$ cat config.mk
export PLATFORM = sky130hd
export DESIGN_NAME = coop_pkt_tx
export DESIGN_NICKNAME = d
export VERILOG_FILES = /design/src/rtl/coop_pkt_tx.sv
export SDC_FILE = /design/constraint.sdc
export NUM_CORES = 1
export LEC_CHECK = 0
export CORE_ASPECT_RATIO = 0.75
export CORE_UTILIZATION = 51
export CTS_CLUSTER_SIZE = 14
export DETAILED_ROUTE_END_ITERATION = 10
export PLACE_DENSITY_LB_ADDON = 0.25
export SETUP_SLACK_MARGIN = 0.02
export SYNTH_ARGS = -nofsm -noshare
export SYNTH_HDL_FRONTEND = slang
export SYNTH_SLANG_ARGS = --single-unit
$ cat constraint.sdc
create_clock -name clk -period 2.25 [get_ports clk]
set_input_delay 0.225 -clock clk [delete_from_list [all_inputs] [get_ports clk]]
set_output_delay 0.225 -clock clk [all_outputs]
set_load 0.05 [all_outputs]
$ cat src/rtl/coop_pkt_tx.sv
// rtl/coop_pkt_tx.sv - framed field packet sender for a byte UART, with change detect and heartbeat resend
// Build option: define COOP_TX_CHECKSUM_EN to append an XOR checksum of the payload bytes.
module coop_pkt_tx #(
    parameter int         NUM_FIELDS       = 2,
    parameter int         FIELD_W          = 10,
    parameter logic [7:0] SYNC_BYTE        = 8'hAA,
    parameter int         HEARTBEAT_CYCLES = 65_000_000
) (
    input  logic                          clk,
    input  logic                          rst_n,
    input  logic [NUM_FIELDS*FIELD_W-1:0] fields_in,
    input  logic                          tx_busy,
    output logic [7:0]                    tx_data,
    output logic                          tx_wr,
    output logic                          pkt_busy,
    output logic                          pkt_sent
);

    localparam int BPF       = (FIELD_W + 7) / 8;
    localparam int PAY_BYTES = NUM_FIELDS * BPF;
`ifdef COOP_TX_CHECKSUM_EN
    localparam int PKT_LEN   = PAY_BYTES + 2;
`else
    localparam int PKT_LEN   = PAY_BYTES + 1;
`endif
    localparam int IDX_W     = $clog2(PKT_LEN);
    localparam int HB_W      = (HEARTBEAT_CYCLES > 1) ? $clog2(HEARTBEAT_CYCLES + 1) : 1;
    localparam logic [HB_W-1:0]  HB_MAX   = HB_W'(HEARTBEAT_CYCLES);
    localparam logic [IDX_W-1:0] LAST_IDX = IDX_W'(PKT_LEN - 1);

    typedef enum logic [1:0] {S_IDLE, S_SEND, S_GUARD, S_WAIT} state_t;

    state_t                          r_state;
    state_t                          w_state_nxt;
    logic [NUM_FIELDS*FIELD_W-1:0]   r_pkt;
    logic [NUM_FIELDS*FIELD_W-1:0]   r_last_sent;
    logic [IDX_W-1:0]                r_idx;
    logic [IDX_W-1:0]                w_idx_nxt;
    logic [HB_W-1:0]                 r_hb;
    logic [7:0]                      r_tx_data;
    logic                            r_tx_wr;
    logic                            r_pkt_busy;
    logic                            r_pkt_sent;
    logic [PAY_BYTES*8-1:0]          w_payload;
    logic [7:0]                      w_byte;
    logic                            w_hb_expired;
    logic                            w_trigger;
    logic                            w_start;
    logic                            w_last;
    logic                            w_done;
    logic                            w_sent_nxt;
    logic                            w_wr_nxt;
    logic                            w_busy_nxt;

    // Each field is zero-extended to a whole number of bytes, little-endian.
    always_comb begin
        w_payload = '0;
        for (int k = 0; k < NUM_FIELDS; k++)
            w_payload[k*BPF*8 +: FIELD_W] = r_pkt[k*FIELD_W +: FIELD_W];
    end

`ifdef COOP_TX_CHECKSUM_EN
    logic [7:0] w_cks;
    always_comb begin
        w_cks = '0;
        for (int b = 0; b < PAY_BYTES; b++)
            w_cks = w_cks ^ w_payload[b*8 +: 8];
    end
`endif

    always_comb begin
        w_byte = SYNC_BYTE;
        for (int b = 0; b < PAY_BYTES; b++)
            if (w_idx_nxt == IDX_W'(b + 1))
                w_byte = w_payload[b*8 +: 8];
`ifdef COOP_TX_CHECKSUM_EN
        if (w_idx_nxt == LAST_IDX)
            w_byte = w_cks;
`endif
    end

    assign w_hb_expired = (HEARTBEAT_CYCLES != 0) && (r_hb == HB_MAX);
    assign w_trigger    = (fields_in != r_last_sent) || w_hb_expired;
    assign w_start      = (r_state == S_IDLE) && w_trigger && !tx_busy;
    assign w_last       = (r_idx == LAST_IDX);
    assign w_done       = (r_state == S_WAIT) && !tx_busy;

    always_ff @(posedge clk or negedge rst_n) begin
        if (!rst_n)
            r_state <= S_IDLE;
        else
            r_state <= w_state_nxt;
    end

    always_comb begin
        w_state_nxt = r_state;
        case (r_state)
            S_IDLE:  if (w_start) w_state_nxt = S_SEND;
            S_SEND:  w_state_nxt = S_GUARD;
            // UART busy may rise a cycle after the strobe, so it is not sampled here.
            S_GUARD: w_state_nxt = S_WAIT;
            S_WAIT:  if (!tx_busy) w_state_nxt = w_last ? S_IDLE : S_SEND;
            default: w_state_nxt = S_IDLE;
        endcase
    end

    always_comb begin
        w_idx_nxt  = r_idx;
        w_sent_nxt = 1'b0;
        if (w_start)
            w_idx_nxt = '0;
        else if (w_done && !w_last)
            w_idx_nxt = r_idx + 1'b1;
        if (w_done && w_last)
            w_sent_nxt = 1'b1;
        w_wr_nxt   = (w_state_nxt == S_SEND);
        w_busy_nxt = (w_state_nxt != S_IDLE);
    end

    always_ff @(posedge clk or negedge rst_n) begin
        if (!rst_n) begin
            r_pkt       <= '0;
            r_last_sent <= '0;
            r_idx       <= '0;
            r_hb        <= '0;
            r_tx_data   <= '0;
            r_tx_wr     <= 1'b0;
            r_pkt_busy  <= 1'b0;
            r_pkt_sent  <= 1'b0;
        end else begin
            r_idx      <= w_idx_nxt;
            r_tx_wr    <= w_wr_nxt;
            r_pkt_busy <= w_busy_nxt;
            r_pkt_sent <= w_sent_nxt;
            if (w_wr_nxt)
                r_tx_data <= w_byte;
            if (w_start) begin
                r_pkt       <= fields_in;
                r_last_sent <= fields_in;
                r_hb        <= '0;
            end else if ((r_state == S_IDLE) && !w_trigger && (r_hb != HB_MAX)) begin
                r_hb <= r_hb + 1'b1;
            end
        end
    end

    assign tx_data  = r_tx_data;
    assign tx_wr    = r_tx_wr;
    assign pkt_busy = r_pkt_busy;
    assign pkt_sent = r_pkt_sent;

endmodule

==> metrics.txt <==
drt pass-1 iters 5; clk_lat worst skew 0.36 ns; Hold Fails Final Rpt 0; failing checks negative setup slack; drt wl/cell 16.8 um; clock root buffer clkbuf_8; mux contribution to synthesized area 3.70%; Least-Margin Pin Slew 0.521 ns; die width 95.5 um; cell area after synthesis 3340 um2; Longest Clk Path Bufs 2; CP max FO 4; Top delay family on crit path simple AND/OR/NAND/NOR gates; CTS buffer count 9; Worst Setup End Kind flop; XOR/XNOR Fraction of Synth Area 5.76%; DRC violation count after routing 0; routability cong. 0.871; DR vias/cell 5.83; num rows 25; outcome finished with violations; Largest stage delay, worst path 0.58 ns; Reg2Reg Depth 6; Synth cell types 56; Yosys reg bits 62; Worst Setup Start Kind flop; Area after DPL 4070 um2; vias in the first global route 2,824; RSZ-0062 raised after global routing true; Die H 72.1 um; final worst slack -0.0634 ns; Slew Viols, Final 0; Detailed Place HPWL 6100 um; GRT Util Overall 27.6%; register area share after synthesis 46.4%; remaining antenna violation count after routing 0; Fmax achieved 0.432 GHz; Final #Nets 467; total power 0.00482 W; Final Cycle Share 103%; Synth Area in Adders 1.50%; 1st-iter DRT viols 261; Ys Warns 0; Worst-path clk slew 0.08 ns; HP Class in -> async; Crit Path Class reg -> reg; Max rail drop VDD 0.747 mV; Most used DFF post-synth dfrtp_1; Critical Path AT 2.60 ns; P per Cell Area 1080 nW/um2; initial antenna violation count 0; die area 6890 um2; Initial Util 52.9%; worst clock skew 0.00856 ns; total clock sinks 62; first-pass GRT wire length 14,300 um; Crit path depth 6; Final Setup Violations 3; Final Instance Area 4450 um2; number of flops mapped to enable cells by yosys 0; CTS tree done; max_cap viols 0; cells after synthesis 363; Slowest-stage cell, CP or4_4; I/O pins 34; Final Critical Period 2.31 ns; Critical Path RT 2.54 ns; share of cells above drive strength 1 20.0%; leakage 2.01 nW; H-tree depth 3; layout overhead on the synthesized area 33.1%; Synth async-reset ratio 100%; crit path cell chain xor2_1, nor4_1, nand3_1, or4_4, or3_1, a21oi_2; total gr overflow 0; # diodes 0; Post-Route WL 8850 um; largest net degree at the start of global routing 63; I/O Buffers 33; simple-gate share of the synthesized area 23.5%; CP bufs+invs 0; net count after synthesis 390; main combinational cell family by area after synthesis simple AND/OR/NAND/NOR gates; core area 6320 um2; Compound-Gate Fraction of Synth Area 16.1%; via count 3,069; Rel. slew slack 65.2%; average cell area after synthesis 9.21 um2
==> synth_stat cells (9+ instances only) <==
| master | instances | share of area (%) |
|---|---|---|
| xor2_1 | 20 | 5.2 |
| nand2_1 | 80 | 9.0 |
| nand3_1 | 13 | 1.9 |
| inv_1 | 9 | 1.0 |
| a21oi_1 | 15 | 2.2 |
| mux2i_1 | 9 | 2.7 |
| dfrtp_1 | 62 | 46 |
| clkbuf_1 | 13 | 1.5 |
| nor2_1 | 24 | 2.7 |
==> worst paths after layout <==
| check | from | end | slack, ns |
|---|---|---|---|
| setup / recovery | r_last_sent[1] | r_hb[19] | -0.06 |
| hold / removal | rst_n | pkt_sent | 0.41 |
| setup reg to reg | r_last_sent[1] | r_hb[19] | -0.06 |
| hold reg to reg | tx_data[0] | tx_data[0] | 0.49 |
| max in group asynchronous | rst_n | r_last_sent[8] | 1.56 |
| min in group clk | fields_in[2] | r_last_sent[2] | 0.44 |
==> cell type report <==
type	count	area, um2
repair buffers	83	762
fillers	486	1870
well taps	81	101
inverters	9	33.8
flip-flops and latches	62	1550
clock inverters	7	98.8
clock buffers	9	124
multi-input cells	275	1780
==> flip-flops by register name, indices dropped and copies added (netlist names) <==
name and cells:
r_state 2, r_idx 3, pkt_sent 1, tx_data 8, r_last_sent 20, pkt_busy 1
tx_wr 1, r_hb 26
==> power by group <==
part           leakage, nW  internal (W)  total, W  switching [W]
Sequential           0.805       0.00141   0.00165       0.000242
Combinational         1.10      0.000887   0.00207        0.00118
Clock               0.0977      0.000624   0.00110       0.000477
Total                 2.01       0.00292   0.00482        0.00190
==> timing repair <==
item	CTS	global route
endpoints found under the setup margin	7	45
pin swaps	5	9
hold endpoints to repair	62	0
cloned	0	1
buffers inserted	3	2
hold buffers	1	0
gates resized for setup	5	13
==> placed cells by master, fill, tap and decap left out, drive strengths merged, types with 9 or more instances in the layout <==
master         instances
nand2                 80
dfrtp                 62
buf                   49
clkdlybuf4s50         32
nor2                  24
xor2                  20
a21oi                 15
nand3                 13
clkbuf                10
inv                    9
mux2i                  9
o21ai                  9
==> worst min-delay path, delay by kind of cell <==
| kind | cells | cell delay (ns) |
|---|---|---|
| buffers and inverters | 3 | 0.92 |
==> cell families after synthesis <==
logic type,count (synthesis)
AO/OA/AOI/OAI,74
XOR/XNOR,22
adder cells (fa/ha/maj),4
buffers and inverters,26
flip-flops,62
multiplexers,12
AND/OR/NAND/NOR,163
==> metal layers <==
layer | track usage [%] | vias up | share of wire (%)
li1 | - | 1449 | -
met1 | 40.8 | 1501 | 47
met2 | 40.2 | 112 | 46
met3 | 7.23 | 7 | 6.5
met4 | 7.46 | 0 | 0.60
met5 | 0 | - | 0
==> through the flow <==
stage                     utilization (%)  std cells  setup slack (ns)  hold slack (ns)   TNS, ns
after floorplan                         -        363           -0.0622          -0.0706   -0.0622
after CTS                            69.0        523          -0.00664            0.419  -0.00664
after global placement               64.4        503            -0.315            0.262     -5.69
after detailed placement             64.4        503            -0.349            0.261     -5.96
final                                70.4        526           -0.0634            0.406    -0.100
after global routing                 70.4        526           -0.0866            0.453    -0.213
Power figures use the tool's default switching activity.
